--- config.mk ---
export PLATFORM = sky130hd
export DESIGN_NAME = alu_responder_flat
export DESIGN_NICKNAME = d
export VERILOG_FILES = /design/src/rtl/alu_responder_if.sv /design/src/rtl/alu_responder.sv /design/src/flat_wrapper.sv
export SDC_FILE = /design/constraint.sdc
export NUM_CORES = 1
export LEC_CHECK = 0
export ABC_CLOCK_PERIOD_IN_PS = 11600
export CAP_MARGIN = 20
export CORE_MARGIN = 2
export CORE_UTILIZATION = 60
export DETAILED_ROUTE_END_ITERATION = 8
export GPL_ROUTABILITY_DRIVEN = 0
export PLACE_DENSITY = 0.83
export SKIP_CTS_REPAIR_TIMING = 1
export SYNTH_ARGS = -nofsm -noshare
export SYNTH_HDL_FRONTEND = slang
export SYNTH_SLANG_ARGS = --single-unit
--- constraint.sdc ---
create_clock -name clk -period 11.6 [get_ports clk]
set_clock_uncertainty 0.1 [all_clocks]
set_input_delay 2.32 -clock clk [delete_from_list [all_inputs] [get_ports clk]]
set_output_delay 2.32 -clock clk [all_outputs]
set_load 0.05 [all_outputs]
--- src/rtl/alu_responder_if.sv ---
// Start/done command bus between the ALU driver (master) and the ALU responder (slave).
interface alu_responder_if;
    logic [7:0]  A;
    logic [7:0]  B;
    logic [2:0]  op;
    logic        start;
    logic        done;
    logic [15:0] result;

    modport master (output A, B, op, start, input done, result);
    modport slave  (input A, B, op, start, output done, result);
endinterface

--- src/rtl/alu_responder.sv ---
// ALU responder: accepts one command at a time, single-cycle add/and/xor and
// a fixed-latency multiply, with a one-cycle done pulse and a held result.
module alu_responder #(
    parameter int unsigned MUL_LATENCY = 3
) (
    input  logic           clk,
    input  logic           rst_n,
    alu_responder_if.slave bus
);
    localparam logic [2:0] OP_ADD = 3'b001;
    localparam logic [2:0] OP_AND = 3'b010;
    localparam logic [2:0] OP_XOR = 3'b011;
    localparam logic [2:0] OP_MUL = 3'b100;

    typedef enum logic [1:0] {IDLE, EXEC, DONE} state_e;

    state_e      state_q, state_d;
    logic [7:0]  a_q, a_d, b_q, b_d;
    logic [2:0]  op_q, op_d;
    logic [2:0]  cnt_q, cnt_d;
    logic [15:0] result_q, result_d;
    logic        done_q, done_d;
    logic [15:0] alu_res;
    logic        op_valid;

    assign op_valid = (bus.op == OP_ADD) || (bus.op == OP_AND) ||
                      (bus.op == OP_XOR) || (bus.op == OP_MUL);

    // Result is always computed from the latched operands, never the live bus.
    always_comb begin
        alu_res = 16'h0000;
        case (op_q)
            OP_ADD:  alu_res = {7'b0, {1'b0, a_q} + {1'b0, b_q}};
            OP_AND:  alu_res = {8'b0, a_q & b_q};
            OP_XOR:  alu_res = {8'b0, a_q ^ b_q};
            OP_MUL:  alu_res = 16'(a_q) * 16'(b_q);
            default: alu_res = 16'h0000;
        endcase
    end

    always_comb begin
        state_d  = state_q;
        a_d      = a_q;
        b_d      = b_q;
        op_d     = op_q;
        cnt_d    = cnt_q;
        result_d = result_q;
        done_d   = 1'b0;
        case (state_q)
            IDLE: begin
                if (bus.start && op_valid) begin
                    a_d     = bus.A;
                    b_d     = bus.B;
                    op_d    = bus.op;
                    cnt_d   = (bus.op == OP_MUL) ? 3'(MUL_LATENCY - 1) : 3'd0;
                    state_d = EXEC;
                end
            end
            EXEC: begin
                if (cnt_q == 3'd0) begin
                    result_d = alu_res;
                    done_d   = 1'b1;
                    state_d  = DONE;
                end else begin
                    cnt_d = cnt_q - 3'd1;
                end
            end
            // start is deliberately not looked at here so a held start is not re-accepted
            DONE:    state_d = IDLE;
            default: state_d = IDLE;
        endcase
    end

    always_ff @(posedge clk) begin
        if (!rst_n) begin
            state_q  <= IDLE;
            a_q      <= 8'h00;
            b_q      <= 8'h00;
            op_q     <= 3'b000;
            cnt_q    <= 3'd0;
            result_q <= 16'h0000;
            done_q   <= 1'b0;
        end else begin
            state_q  <= state_d;
            a_q      <= a_d;
            b_q      <= b_d;
            op_q     <= op_d;
            cnt_q    <= cnt_d;
            result_q <= result_d;
            done_q   <= done_d;
        end
    end

    assign bus.done   = done_q;
    assign bus.result = result_q;
endmodule

--- src/flat_wrapper.sv ---
// flat-port wrapper written by rule: the top's interface ports become plain ports
module alu_responder_flat 
#(
    parameter int unsigned MUL_LATENCY = 3
)
  (clk, rst_n, bus_A, bus_B, bus_op, bus_start, bus_done, bus_result);
  alu_responder_if bus_i ();
  input  logic clk;
  input  logic rst_n;
  input wire logic [$bits(bus_i.A)-1:0] bus_A;
  input wire logic [$bits(bus_i.B)-1:0] bus_B;
  input wire logic [$bits(bus_i.op)-1:0] bus_op;
  input wire logic [$bits(bus_i.start)-1:0] bus_start;
  output wire logic [$bits(bus_i.done)-1:0] bus_done;
  output wire logic [$bits(bus_i.result)-1:0] bus_result;
  assign bus_i.A = bus_A;
  assign bus_i.B = bus_B;
  assign bus_i.op = bus_op;
  assign bus_i.start = bus_start;
  assign bus_done = bus_i.done;
  assign bus_result = bus_i.result;
  alu_responder #(.MUL_LATENCY(MUL_LATENCY)) u_core (.clk(clk), .rst_n(rst_n), .bus(bus_i));
endmodule
==> results.md <==
* Status: completed
* Post-synth top area cell: dfxtp_1
* Final ANT Viol Nets at 0
* Setup_tns at 0 ns
* DR vias/cell at 5.800
* Core box area at 6794 um2
* Async S/R FF share, synth at 0%
* Max cap viols at 0
* Synth Instances at 470
* Root buffer cell: clkbuf_8
* Number of global-route vias before repair at 3637
* Layout cells sized above 1 at 4.331%
* PD cells at 76.11 nW/um2
* Synth top area cells: dfxtp_1, fa_1, ha_1
* Synth Net Count at 575
* Worst R2R Path Depth at 14
* Slowest stage delay, CP at 0.55 ns
* Hold depth at 2
* Slew Limit Headroom at 41.49%
* Final nets at 612
* Die ar. at 7692 um2
* Row count at 30
* DP HPWL at 7527 um
* WP data arrival at 4.74 ns
* Area added between synthesis and finish at 14.02%
* Clk_lat worst skew at 0.30 ns
* Clk buf depth at 2
* Top_reg_cell synth: dfxtp_1
* # clock sinks at 41
* Clock-pin slew on the worst setup and hold paths at 0.08 ns
* Peak supply drop at 0.04462 mV
* Minimum clock period at 4.608 ns
* Fmax at 217.0 MHz
* Worst-Margin Slew at 0.8758 ns
* Vias at 3503
* Path type of the worst setup path: reg2reg
* Synth warnings at 0
* Dpl ws at 6.945 ns
* RSZ-0062 raised after global routing: false
* Utilization after layout at 70.55%
* Die H at 87.71 um
* First-pass GRT wire length at 16890 um
* Antenna violations before repair at 0
* Avg WL per Cell at 16.28 um
* # port buffers at 38
* Final wirelength at 9835 um
* Number of DRC markers in iteration 0 at 266
* Largest net degree at the start of global routing at 22
* Mean Syn Cell Area at 8.945 um2
* CP endpoint kind: flop
* Final Cycle Share at 39.73%
* Startpoint types: flop
* EDFF count, synth at 0
* Sequential element share of the synthesized area at 19.52%
* CTS tree: yes
* #FFs+latches synth at 41
* Netlist cell types at 57
* Final hold violations at 0
* CTS Buf Count at 5
* Non-Filler Instances at 604
* WP data required at 11.73 ns
* CP max FO at 10
* N_diodes at 0
* Slowest CP cell: dfxtp_1
* Final setup margin at 6.992 ns
* DRC errors left at 0
* Final setup vio count at 0
* Fin. max-slew vios at 0
* H-tree depth reported by CTS at 2
* Most common cell on crit path: fa_1
* Total GRT Usage at 27.78%
* Pre-antenna DRT Iters at 4
* Final Power at 364.8 uW
* Post-synth design cell area at 4204 um2
* Initial core utilization at 61.88%
* Leakage at 2.270 nW
* Critical path, cell by cell: nand2_1 > fa_1 > fa_1 > inv_1 > fa_1 > inv_1 > fa_1 > inv_1 > ha_1 > a21o_1 > a31oi_2 > a21oi_2 > o31a_1 > o31ai_1
* Die W at 87.71 um
* Worst hold path type: reg2reg
* Io pins at 39
* Top cell type's share of synthesized area at 19.52%
* Dpl cells at 596
* GRT overflow at 0
==> logic make-up (layout without fill, tap and decap cells) <==
group,count (synthesis),after routing,share of synthesized area (%)
compound gates,91,91,15.18
xor+xnor,12,12,2.500
fa+ha+maj,83,83,31.31
buf+inv,67,105,6.428
flops,41,41,19.52
mux,22,22,5.268
simple gates,154,154,19.79
==> critical path, delay by kind of cell, from the launching register on <==
family	cells	cell delay (ns)
buf+inv	3	0.17
fa+ha+maj	5	2.51
compound gates	5	1.06
simple gates	1	0.14
flops	1	0.55
==> cell usage after synthesis, drive strengths merged, types with 3 or more instances <==
| library cell | instances |
|---|---|
| a211oi | 3 |
| a21o | 6 |
| a21oi | 19 |
| a22oi | 3 |
| a31oi | 4 |
| and2 | 46 |
| buf | 5 |
| clkbuf | 4 |
| dfxtp | 41 |
| fa | 37 |
| ha | 46 |
| inv | 57 |
| mux2i | 21 |
| nand2 | 36 |
| nand2b | 4 |
| nand3 | 7 |
| nor2 | 30 |
| nor2b | 13 |
| nor3 | 7 |
| nor4 | 3 |
| o211a | 5 |
| o211ai | 7 |
| o21a | 4 |
| o21ai | 19 |
| o31ai | 4 |
| xnor2 | 6 |
| xor2 | 6 |
==> routing by layer <==
layer,part of all wire [%],global-route usage (%),up-vias
met5,0,0,-
met4,2.3,10.77,0
met3,5.6,4.901,27
met2,47,46.14,116
met1,45,36.13,1691
li1,-,-,1669
==> cell type report <==
cell class | instances | area, um2
Clock inverter | 3 | 65.06
Multi-Input combinational cell | 362 | 3113
Tap cell | 96 | 120.1
Clock buffer | 5 | 68.82
Fill cell | 548 | 2001
Timing Repair Buffer | 39 | 387.9
Inverter | 58 | 217.7
Sequential cell | 41 | 820.8
==> state kept, by name, summed over array words and instances (netlist names) <==
name               flops
u_core.bus.done        1
u_core.b_q             8
u_core.bus.result     16
u_core.state_q         2
u_core.cnt_q           3
u_core.op_q            3
u_core.a_q             8
==> stage by stage <==
stage          cell area (um2)  hold slack [ns]
2_1_floorplan             4204           0.3643
3_3_place_gp              4659           0.3424
3_5_place_dp              4659           0.3483
4_1_cts                   4793           0.3692
5_1_grt                   4793           0.3976
6_report                  4793           0.3710
==> power breakdown <==
| part | switching (mW) | internal [mW] |
|---|---|---|
| sequential | 0.0111 | 0.147 |
| clock | 0.0555 | 0.0856 |
| combinational | 0.0370 | 0.0291 |
==> cell usage in the layout (no fill, tap or decap), drive strengths merged, types with 21 or more instances in the layout <==
cell / instances
mux2i: 21
clkdlybuf4s50: 38
inv: 57
fa: 37
nand2: 36
and2: 46
dfxtp: 41
nor2: 30
ha: 46
==> path summary, 6_finish.rpt <==
path                                             from                    end  slack [ns]
worst max register to register          u_core.a_q[1]  u_core.bus.result[14]        6.99
worst min-delay path            u_core.bus.result[14]  u_core.bus.result[14]        0.37
worst max-delay path                    u_core.a_q[1]  u_core.bus.result[14]        6.99
worst min register to register  u_core.bus.result[14]  u_core.bus.result[14]        0.37
(Power assumes the default switching activity.)
